File: src/rtl/sa_ram_pkg.sv
// Shared definitions for the SA RAM model library: address-width helper,
// byte width and the clear-sequencer state encoding.
package sa_ram_pkg;

    localparam int BYTE_W = 8;

    typedef enum logic {
        CLEAR = 1'b0,
        READY = 1'b1
    } ram_clr_state_t;

    // A single-word RAM still needs a one-bit address port, so clamp at 1.
    function automatic int addrWidth(input int depth);
        return (depth > 1) ? $clog2(depth) : 1;
    endfunction

endpackage

File: src/rtl/sa_ram_bytemerge.sv
// Combinational byte merge: every byte whose mask bit is set is taken from
// the new word, every other byte is kept from the old word.
module sa_ram_bytemerge
    import sa_ram_pkg::*;
#(
    parameter int DW = 32
) (
    input  logic [DW-1:0]        oldWord_i,
    input  logic [DW-1:0]        newWord_i,
    input  logic [DW/BYTE_W-1:0] mask_i,
    output logic [DW-1:0]        merged_o
);

    // Start from the old word and overwrite the selected byte lanes.
    always_comb begin
        merged_o = oldWord_i;
        for (int i = 0; i < DW / BYTE_W; i++) begin
            if (mask_i[i]) begin
                merged_o[i*BYTE_W +: BYTE_W] = newWord_i[i*BYTE_W +: BYTE_W];
            end
        end
    end

endmodule

File: src/rtl/sa_ram_rwsp_gen.sv
// Parametrised one-read/one-write synchronous RAM with registered read
// address, registered output, byte-masked writes, optional write-to-read
// forwarding and a post-reset clear sequencer that fills every word.
module sa_ram_rwsp_gen
    import sa_ram_pkg::*;
#(
    parameter int            DW       = 32,
    parameter int            DEPTH    = 32,
    parameter int            AW       = addrWidth(DEPTH),
    parameter bit            BYPASS   = 1'b1,
    parameter logic [DW-1:0] INIT_VAL = {DW{1'b0}}
) (
    input  logic                 clk,
    input  logic                 rst,
    input  logic [AW-1:0]        ra,
    input  logic                 re,
    input  logic                 ore,
    output logic [DW-1:0]        dout,
    output logic                 dout_vld,
    input  logic [AW-1:0]        wa,
    input  logic                 we,
    input  logic [DW/BYTE_W-1:0] wmask,
    input  logic [DW-1:0]        di,
    output logic                 init_done,
    output logic                 addr_err,
    input  logic [31:0]          pwrbus_ram_pd
);

    localparam logic [AW-1:0] LAST_ADDR = AW'(DEPTH - 1);
    localparam logic [AW:0]   DEPTH_W   = (AW + 1)'(DEPTH);

    logic [DW-1:0] mem [DEPTH];

    ram_clr_state_t state_q, state_d;
    logic [AW-1:0]  clrCnt_q, clrCnt_d;

    logic [AW-1:0]  ra_q;
    logic           raVld_q;
    logic [DW-1:0]  dout_q;
    logic           doutVld_q;
    logic           addrErr_q;

    logic           raInRange;
    logic           waInRange;
    logic           isReady;
    logic           fwdHit;
    logic [DW-1:0]  wrOld;
    logic [DW-1:0]  wrMerged;
    logic [DW-1:0]  rdOld;
    logic [DW-1:0]  fwdMerged;
    logic [DW-1:0]  rdWord;

    // The power-down bus has no effect on this behavioural model.
    logic unused_pwrbus;
    assign unused_pwrbus = ^pwrbus_ram_pd;

    assign raInRange = ({1'b0, ra} < DEPTH_W);
    assign waInRange = ({1'b0, wa} < DEPTH_W);
    assign isReady   = (state_q == READY);

    // Array reads are only meaningful when the address is in range; the
    // callers gate on waInRange / raVld_q before using these words.
    assign wrOld = mem[wa];
    assign rdOld = mem[ra_q];

    sa_ram_bytemerge #(
        .DW(DW)
    ) u_wrMerge (
        .oldWord_i(wrOld),
        .newWord_i(di),
        .mask_i   (wmask),
        .merged_o (wrMerged)
    );

    sa_ram_bytemerge #(
        .DW(DW)
    ) u_fwdMerge (
        .oldWord_i(rdOld),
        .newWord_i(di),
        .mask_i   (wmask),
        .merged_o (fwdMerged)
    );

    // A same-cycle write to the address being captured is forwarded only
    // when BYPASS is set; otherwise the pre-write array word is returned.
    assign fwdHit = BYPASS && we && raVld_q && (wa == ra_q);
    assign rdWord = fwdHit ? fwdMerged : rdOld;

    // Clear-sequencer state register and counter.
    always_ff @(posedge clk) begin
        if (rst) begin
            state_q  <= CLEAR;
            clrCnt_q <= '0;
        end else begin
            state_q  <= state_d;
            clrCnt_q <= clrCnt_d;
        end
    end

    // Walk one address per cycle through the array, then park in READY.
    always_comb begin
        state_d  = state_q;
        clrCnt_d = clrCnt_q;
        case (state_q)
            CLEAR: begin
                clrCnt_d = clrCnt_q + AW'(1);
                if (clrCnt_q == LAST_ADDR) begin
                    state_d  = READY;
                    clrCnt_d = '0;
                end
            end
            READY: begin
                state_d = READY;
            end
            default: begin
                state_d  = CLEAR;
                clrCnt_d = '0;
            end
        endcase
    end

    // Array write port: clear words while sequencing, user writes once ready.
    always_ff @(posedge clk) begin
        if (!rst) begin
            if (state_q == CLEAR) begin
                mem[clrCnt_q] <= INIT_VAL;
            end else if (we && waInRange) begin
                mem[wa] <= wrMerged;
            end
        end
    end

    // Read-address register, output register and sticky address-error flag.
    always_ff @(posedge clk) begin
        if (rst) begin
            ra_q      <= '0;
            raVld_q   <= 1'b0;
            dout_q    <= '0;
            doutVld_q <= 1'b0;
            addrErr_q <= 1'b0;
        end else if (isReady) begin
            if (re) begin
                ra_q    <= ra;
                raVld_q <= raInRange;
            end
            if (ore) begin
                dout_q    <= raVld_q ? rdWord : '0;
                doutVld_q <= raVld_q;
            end
            if ((we && !waInRange) || (re && !raInRange)) begin
                addrErr_q <= 1'b1;
            end
        end
    end

    assign dout      = dout_q;
    assign dout_vld  = doutVld_q;
    assign init_done = isReady;
    assign addr_err  = addrErr_q;

endmodule

File: config.mk
export PLATFORM = sky130hd
export DESIGN_NAME = sa_ram_rwsp_gen
export DESIGN_NICKNAME = d
export VERILOG_FILES = /design/src/rtl/sa_ram_pkg.sv /design/src/rtl/sa_ram_bytemerge.sv /design/src/rtl/sa_ram_rwsp_gen.sv
export SDC_FILE = /design/constraint.sdc
export NUM_CORES = 1
export LEC_CHECK = 0
export CORE_MARGIN = 2
export CORE_UTILIZATION = 60
export CTS_CLUSTER_DIAMETER = 80
export DETAILED_ROUTE_END_ITERATION = 8
export HOLD_SLACK_MARGIN = 0.03
export PLACE_DENSITY = 0.77
export SYNTH_ARGS = -nofsm -noshare
export SYNTH_HDL_FRONTEND = slang
export SYNTH_HIERARCHICAL = 1
export SYNTH_SLANG_ARGS = --single-unit
File: constraint.sdc
create_clock -name clk -period 5.15 [get_ports clk]
set_input_delay 1.2875 -clock clk [delete_from_list [all_inputs] [get_ports clk]]
set_output_delay 1.2875 -clock clk [all_outputs]
set_load 0.005 [all_outputs]
==> results.md <==
* Time the final worst path needs with I/O delays and setup at 4.046 ns
* Number of max-cap violations at 0
* Die boundary width at 294.5 µm
* Transition at the pin with the smallest max-transition slack at 1.281 ns
* Most common cell after layout, fill and taps aside: sky130_fd_sc_hd__edfxtp_1
* Critical path endpoint category: register
* Sum of negative setup slack at 0 ns
* Tcrit/Tclk final at 78.57%
* DRC Markers at 0
* Post-synthesis cell area at 0.05063 mm²
* Sequential area share after synthesis at 62.71%
* Overall die area at 0.08673 mm²
* Via count at 30610
* Highest attainable clock frequency at 247.1 MHz
* Post-synthesis net count at a little under 3000
* Overall global routing resource usage at 33.26%
* Core Area at 0.08356 mm²
* Register bit total from synthesis at about 1100
* Final GP Congestion at 0.8482
* Slew HR at 13.82%
* Final setup viols at 0
* Number of standard cells in the final layout excluding fillers at just over 4000
* Number of fill cells in the layout at between 5000 and 6000
* Boundary Pins at 118
* Cts-stage hold buffer count at 0
* Post-CTS setup repair buffer count at 0
* Run status: completed
* Int Power at around 14 mW
* Design Power at 18.18 mW
* Ratio of cells with drive above 1 in the final layout at 24.79%
* Area of the multi-input gates at approximately 0.018 mm²
* Synth Warn # at 6
* Total power density per cell area at 318.2 mW/mm²
* Number of optimization iterations in the first detailed-route pass at 6
* Unrepaired setup endpoints after global routing: false
* Cell row count at approximately 110
* Routed Wire Length at around 140000 µm
* CTS buffer count at ~110
* Cell total after placement at 3946
* Global route overflow at 0
* Part of the power in registers at 52.3%
* Data required time of the critical path at 5.49 ns
* Post-synth top area cell: sky130_fd_sc_hd__edfxtp_1
* Final Hold Violating Endpoints at 0
* Max clock buf depth at 3
* Netlist cell types at 38
* Critical Path Start Type: input pin
* Number of levels in the clock H-tree at 3
* Fraction of power consumed by combinational cells at under 10%
* WL per Instance at 34.55 µm
* Class of the worst hold path: register to register
* Initial antenna violation count at 2
* Number of global-route vias before repair at 31150
* Initial DRC count at approximately 4300
* Antenna violation net count after detailed routing at 0
* Net Sw Frac at 21.18%
* Top cells by area, synth: sky130_fd_sc_hd__edfxtp_1 (61%), sky130_fd_sc_hd__mux4_2 (14%), sky130_fd_sc_hd__mux2i_1 (10%)
* Maximum number of pins on one net before global-route repair at 83
* Lkg Pwr at 16.16 nW
* Net switching component of the power at about 3.9 mW
* DR vias/cell at about 7.4
* Clock sink count at 1074
* Register clock-pin slew on the reported worst setup and hold paths at 0.06 ns
* Clock tree from TritonCTS: built
* Worst voltage drop across the vdd grid at 0.2733 mV
* Largest driver fanout on the critical path at 32
* Clock Skew at 0.03437 ns
* Post-Syn Area per Cell at 17.60 µm²
* Post-detailed-placement half-perimeter wirelength at 79060 µm
* Clock latency at the later pin of the worst-skew pair at 0.70 ns
* Initial core utilization at 60.60%
* Number of nets in the layout at between 3000 and 4000
* Layout area overhead at 12.83%
* Count of instances resized after the clock tree is built at 0
* Max Slew Vio Count at 0
* # port buffers at 84
* Storage element area at 0.03175 mm²
* Ant diodes at 0
* Critical path type: input pin to register
* Top cell type's share of synthesized area at 60.73%
* Arr. time, crit path at 4.38 ns
* Post-route core utilization at 68.37%
* Vertical extent of the die at 294.5 µm
* Count of mapped cells out of synthesis at around 2900
* Clock Power Share at 43.0%
* Commonest cells after routing, fill and taps aside: sky130_fd_sc_hd__edfxtp_1 (1024), sky130_fd_sc_hd__mux2i_1 (516), sky130_fd_sc_hd__mux4_2 (320)
* Buffer type at the clock tree root: sky130_fd_sc_hd__clkbuf_16
* Wire length of the first global-routing pass at 207000 µm
## cells in the mapped netlist (all sizes together)
library cell  count
nor2             44
a22o             32
dfxtp            50
mux2i           516
nand4b            1
nand3b            3
and3b             1
nand3             9
ha                2
nor3              3
inv               1
o31ai             1
nand2            23
o21ai             5
and2             33
nand2b            5
a22oi           256
or2               1
a21oi           141
mux2             98
edfxtp         1024
conb              1
buf             114
nor3b             1
nor4             33
a31oi             2
xor2              4
a21o             32
mux4            320
nor2b             2
and3              1
clkbuf          116
xnor2             1
nand4             1
## layout make-up
type	instances	area share (%)
sequential	1074	55.58
multi-input combinational	1572	31.71
clock buffer	136	4.982
timing repair buffer	219	4.194
tap	1080	2.365
clock inverter	68	1.156
inverter	1	0.006570
## logic make-up after synthesis
family | count (synthesis) | synth area share, %
AND/OR/NAND/NOR | 161 | 1.648
flip-flops | 1074 | 62.71
multiplexers | 934 | 27.09
other | 1 | 0.007406
XOR/XNOR | 5 | 0.08648
buffers and inverters | 231 | 2.108
AO/OA/AOI/OAI | 469 | 6.306
adder cells (fa/ha/maj) | 2 | 0.04941
## per-layer routing
| layer | vias to the layer above | global-route usage (%) | wire length [µm] |
|---|---|---|---|
| li1 | 12250 | - | - |
| met1 | 15790 | 45.15 | 51420 |
| met2 | 2190 | 52.09 | 66850 |
| met3 | 385 | 7.707 | 18660 |
| met4 | 2 | 14.48 | 6419 |
| met5 | - | 0 | 13 |
## registers in the layout, indices dropped and copies added, names as in the netlist, named ones only
register,cells
mem,1024
dout,32
clrCnt_q,5
ra_q,5
dout_vld,1
init_done,1
raVld_q,1
## worst paths after layout
kind / start / to / slack (ns) / depth (start not counted)
worst max-delay path: we / mem[5][7]$_DFFE_PP_ / 1.10 / 4
worst min-delay path: ra_q[0]$_SDFFE_PP0P_ / register / 0.51 / 2
worst max register to register: register / dout[18]$_SDFFE_PP0P_ / 1.67 / 9
worst min register to register: ra_q[0]$_SDFFE_PP0P_ / register / 0.51 / 2
## power by group through the flow
stage,clock (mW),sequential (mW),combinational [mW]
after floorplan,0,9.69,0.553
after detailed placement,0,9.69,0.834
final,7.82,9.51,0.851
after global routing,8.14,9.51,0.879
after global placement,0,9.69,0.823
after CTS,7.82,9.51,0.839
## stage by stage
step	setup WS, ns	hold WS [ns]	cell area, µm²
CTS	1.256	0.4956	57130
global placement	0.6123	0.4807	53620
global route	1.050	0.5206	57130
floorplan	0.8685	0.4527	50630
finish	1.104	0.5067	57130
detailed placement	0.5483	0.4841	53620
## worst max-delay path: stages
cell                              delay [ns]
sky130_fd_sc_hd__clkdlybuf4s50_1        0.78
sky130_fd_sc_hd__and3b_2                0.69
sky130_fd_sc_hd__buf_4                  0.65
sky130_fd_sc_hd__and2_1                 0.94
No activity file was read; power rests on OpenSTA's default activity.
